## src/rtl/clk_div_prog.sv

```systemverilog
// Runtime-programmable integer clock divider with a glitch-free ratio update at
// period boundaries, a clk_in-domain tick strobe and optional odd-ratio duty fix.
module clk_div_prog #(
    parameter int WIDTH        = 8,
    parameter int DEFAULT_DIV  = 4,
    parameter int ODD_DUTY_FIX = 1
) (
    input  logic             clk_in,
    input  logic             reset,
    input  logic             enable,
    input  logic [WIDTH-1:0] div_val,
    input  logic             div_load,
    output logic             clk_out,
    output logic             tick,
    output logic [WIDTH-1:0] div_active,
    output logic             cfg_err
);

    localparam logic [WIDTH-1:0] DEF_DIV = WIDTH'(DEFAULT_DIV);
    localparam logic [WIDTH-1:0] MIN_DIV = WIDTH'(2);

    logic [WIDTH-1:0] cnt;
    logic [WIDTH-1:0] cnt_next;
    logic [WIDTH-1:0] pending;
    logic [WIDTH-1:0] load_val;
    logic [WIDTH-1:0] div_next;
    logic [WIDTH-1:0] half;
    logic             wrap;
    logic             illegal;
    logic             pos_q;
    logic             neg_q;

    always_comb begin
        illegal  = (div_val < MIN_DIV);
        load_val = illegal ? MIN_DIV : div_val;
        wrap     = enable && (cnt == div_active - 1'b1);
        // A load landing on the wrap edge bypasses pending and governs this new period.
        div_next = div_active;
        if (wrap)
            div_next = div_load ? load_val : pending;
        cnt_next = cnt;
        if (wrap)
            cnt_next = '0;
        else if (enable)
            cnt_next = cnt + 1'b1;
        // High phase length: N/2 for even N, (N+1)/2 for odd N, without overflow.
        half = (div_next >> 1) + {{(WIDTH-1){1'b0}}, div_next[0]};
    end

    always_ff @(posedge clk_in or posedge reset) begin
        if (reset) begin
            cnt        <= DEF_DIV - 1'b1;
            div_active <= DEF_DIV;
            pending    <= DEF_DIV;
            pos_q      <= 1'b0;
            tick       <= 1'b0;
            cfg_err    <= 1'b0;
        end else begin
            cnt        <= cnt_next;
            div_active <= div_next;
            tick       <= wrap;
            if (div_load) begin
                pending <= load_val;
                if (illegal)
                    cfg_err <= 1'b1;
            end
            if (enable)
                pos_q <= (cnt_next < half);
        end
    end

    // Half-cycle delayed copy; ANDed with pos_q it trims half a cycle off odd high phases.
    always_ff @(negedge clk_in or posedge reset) begin
        if (reset)
            neg_q <= 1'b0;
        else if (enable)
            neg_q <= pos_q;
    end

    always_comb begin
        clk_out = pos_q;
        if ((ODD_DUTY_FIX != 0) && div_active[0])
            clk_out = pos_q & neg_q;
    end

endmodule

```

## config.mk

```make
export PLATFORM = sky130hd
export DESIGN_NAME = clk_div_prog
export DESIGN_NICKNAME = d
export VERILOG_FILES = /design/src/rtl/clk_div_prog.sv
export SDC_FILE = /design/constraint.sdc
export NUM_CORES = 1
export LEC_CHECK = 0
export ABC_AREA = 1
export BUFFER_PORTS_ARGS = -buffer_cell sky130_fd_sc_hd__buf_2
export CAP_MARGIN = 20
export CELL_PAD_IN_SITES_DETAIL_PLACEMENT = 0
export CELL_PAD_IN_SITES_GLOBAL_PLACEMENT = 1
export CORE_ASPECT_RATIO = 1.2
export CORE_MARGIN = 4
export CORE_UTILIZATION = 45
export CTS_CLUSTER_SIZE = 24
export DETAILED_ROUTE_END_ITERATION = 8
export PLACE_DENSITY_LB_ADDON = 0.2
export SLEW_MARGIN = 10
export SYNTH_ARGS = -nofsm -noshare
export SYNTH_HDL_FRONTEND = slang
export SYNTH_SLANG_ARGS = --single-unit
```

## constraint.sdc

```tcl
create_clock -name clk_in -period 5.8 [get_ports clk_in]
set_clock_uncertainty 0.15 [all_clocks]
set_input_delay 0 -clock clk_in [delete_from_list [all_inputs] [get_ports clk_in]]
set_output_delay 0 -clock clk_in [all_outputs]
set_load 0.01 [all_outputs]
```

==> metrics.md <==
| Metric | Value |
|---|---|
| Status | `completed` |
| Slew Limit Fails | `0` |
| Max-cap violations | `0` |
| # Post-CTS Setup Buffers | `0` |
| DRT iter0 DRCs | `67` |
| Worst reg2reg path depth | `22` |
| Leak | `about 1.1 nW` |
| Cell taking the most area after synthesis | `dfrtp_1` |
| Reg-to-reg endpoint | `pos_q$_DFFE_PP0P_` |
| Hold WC Path Type | `in2reg` |
| WL/cell | `between 10 and 15 um` |
| Global-route wire length before repair | `between 7000 and 8000 um` |
| Sequential-to-total area share from yosys stat | `around two fifths` |
| Distinct cells, synth | `32` |
| DRT Pass-1 Iters | `4` |
| Setup crit end | `clk_out` |
| # H-tree levels | `1` |
| Final min period | `between 4 and 5 ns` |
| Remaining Overflow, GRT | `0` |
| Die Wd | `between 60 and 70 um` |
| Post-Syn Nets | `~260` |
| Fillers | `359` |
| Worst Setup Start Kind | `register` |
| Top cells by area, synth | `dfrtp_1 (32%), nand2_1 (17%), ha_1 (7.7%)` |
| Die H | `around 77 um` |
| R2R setup slack | `1.78 ns` |
| CTS Buffer Depth | `2` |
| CTS root buf | `clkbuf_8` |
| Routed wire length | `4090 um` |
| Crit path capture type | `output port` |
| Starting density of the core | `47.9%` |
| Clock slew seen by the registers of the worst setup and hold paths | `0.09 ns` |
| Worst-path fanout max | `2` |
| Pre-CTS setup slack | `approximately 1.8 ns` |
| Syn_area_per_cell | `about 7.6 sq um` |
| R2r startpoint | `div_active[0]$_DFF_PP0_` |
| WS Path Type | `reg2out` |
| N_diodes | `0` |
| Die area | `around 0.005 sq mm` |
| Data required, critical path | `between 5 and 6 ns` |
| Via count | `between 1.5k and 2k` |
| Cells after Synth | `roughly 240` |
| Crit-path max cell delay | `~0.39 ns` |
| Hold slack | `between 0.04 and 0.05 ns` |
| Syn. warnings | `0` |
| Fin nets | `301` |
| Hold buffer count at CTS | `17` |
| Synth-to-Final Area Change | `20.9%` |
| Worst slew pin tran | `~0.50 ns` |
| P per Cell Area | `417 mW/mm^2` |
| CTS tree | `built` |
| Crit path from | `neg_q$_DFFE_NP0P_` |
| Row count | `24` |
| Peak VDD IR | `~250 uV` |
| Fin worst setup slack | `1.72 ns` |
| Largest net degree at the start of global routing | `29` |
| Worst skew pair latency | `around 0.27 ns` |
| Fmax | `0.249 GHz` |
| Post-cts repair resize count | `0` |
| Hold Vio Cnt, Final | `0` |
| Std-Cell Core Area | `between 0.003 and 0.004 sq mm` |
| Yosys reg bits | `28` |
| Critical path arrival | `about 3.9 ns` |
| Initial antenna violation count | `0` |
| IO Port Bufs | `22` |
| Detailed-route vias per instance | `approximately 4.8` |
| Slowest CP cell | `dfrtn_1` |
| Antenna-violating nets left | `0` |
| RSZ-0062 raised after global routing | `false` |
| Worst-path cell chain | `inv_1 > a21boi_0 > buf_2` |
| # setup viols final | `0` |
| CTS sink cnt | `28` |
| Vias in the first global route | `1558` |
| GRT Total Usage | `between 10% and 20%` |
| DRC violations left | `0` |
| TNS Setup | `0 ns` |
| # IOs | `23` |
| Synth top area share | `32.0%` |
| Post-Syn Area | `roughly 0.0018 sq mm` |
| Tcrit/Tclk final | `70.4%` |
| Layout cells sized above 1 | `18.1%` |
| Normalized max-slew margin | `66.5%` |
| Gp weighted congestion | `0.861` |
| CTS Buf Count | `3` |
| Dpl hpwl | `around 3100 um` |
cells by family (layout without fill, tap and decap cells):
family	count (synthesis)	after routing	synth area share, %
and+or+nand+nor	137	137	33.4
xor gates and xnor gates	13	13	6.33
AOI/OAI and AO/OA	17	17	5.91
DFF	28	28	39.2
adders and majority gates	11	11	7.65
buffers and inverters	32	71	7.45
cells in the final DEF (no fill, tap or decap), types with 2 or more instances in the layout:
master,instances
dfstp_2,4
o21ai_1,3
xor2_1,8
nand4_1,6
dfrtp_1,23
xnor2_1,5
or2_2,2
inv_1,20
nor2_2,2
nor2_1,23
ha_1,11
nor2_4,3
nor3_1,2
inv_2,7
dlygate4sd3_1,17
nand2_2,3
a21oi_1,3
o21ai_0,7
buf_2,22
nand3_1,12
nand3b_1,2
nand2_1,80
clkbuf_8,4
state kept, by name, indices dropped and copies added, names as in the netlist:
register    count
cfg_err         1
cnt             8
div_active      8
neg_q           1
pending         8
pos_q           1
tick            1
cells in the mapped netlist:
library cell,count
a2111oi_0,1
a21boi_0,1
a21oi_1,3
buf_2,1
buf_4,1
buf_6,1
clkbuf_1,1
clkbuf_2,1
dfrtn_1,1
dfrtp_1,23
dfstp_2,4
ha_1,11
inv_1,20
inv_2,7
nand2_1,80
nand2_2,3
nand3_1,12
nand3b_1,2
nand4_1,6
nor2_1,23
nor2_2,2
nor2_4,3
nor3_1,2
nor3b_1,1
nor4_1,1
o21ai_0,7
o21ai_1,3
o21ai_2,1
o21ai_4,1
or2_2,2
xnor2_1,5
xor2_1,8
metal layers:
metal | GRT usage (%) | routed length (um) | part of all wire (%) | vias to the layer above
li1 | - | - | - | 831
met1 | 24.3 | 1930 | 47 | 716
met2 | 31.4 | 2030 | 50 | 16
met3 | 1.90 | 87 | 2.1 | 4
met4 | 4.98 | 42 | 1.0 | 0
met5 | 0 | 0 | 0 | -
where the power goes:
part	total, W	leakage (nW)	switching [W]	internal, W
clock network	0.000120	0.0288	0.0000589	0.0000608
registers	0.000327	0.317	0.0000720	0.000255
logic	0.000459	0.719	0.000266	0.000193
worst min-delay path by stage:
stage	start	end	slack (ns)	cells past startpoint
final	div_load	pending[1]$_DFF_PP0_	0.04	3
after global routing	div_load	pending[1]$_DFF_PP0_	0.06	3
after detailed placement	reset	cfg_err$_DFFE_PP0P_	-0.06	3
after floorplan	reset	cfg_err$_DFFE_PP0P_	-0.09	1
after global placement	reset	cfg_err$_DFFE_PP0P_	-0.07	3
after CTS	div_load	pending[1]$_DFF_PP0_	0.05	3
area by class of cell:
class	count	area (sq um)	area share, %
Multi-Input combinational cell	178	958	44.1
Inverter	27	101	4.66
Tap cell	52	65.1	2.99
Clock buffer	4	55.1	2.53
Timing Repair Buffer	40	288	13.2
Sequential cell	28	706	32.5
critical path: cells and delay by family (launching register included):
family	cells	cell delay (ns)
buffers and inverters	2	0.20
flip-flops	1	0.39
AO/OA/AOI/OAI	1	0.16
stage by stage:
step / cells / cell area, sq um / power [W] / util [%]
6_report: 329 / 2170 / 0.000906 / 57.9
4_1_cts: 329 / 2170 / 0.000914 / 57.9
2_1_floorplan: 238 / 1800 / 0.000669 / -
5_1_grt: 329 / 2170 / 0.00101 / 57.9
3_5_place_dp: 308 / 1950 / 0.000785 / 51.9
3_3_place_gp: 308 / 1950 / 0.000784 / 51.9
(Power assumes the default switching activity.)
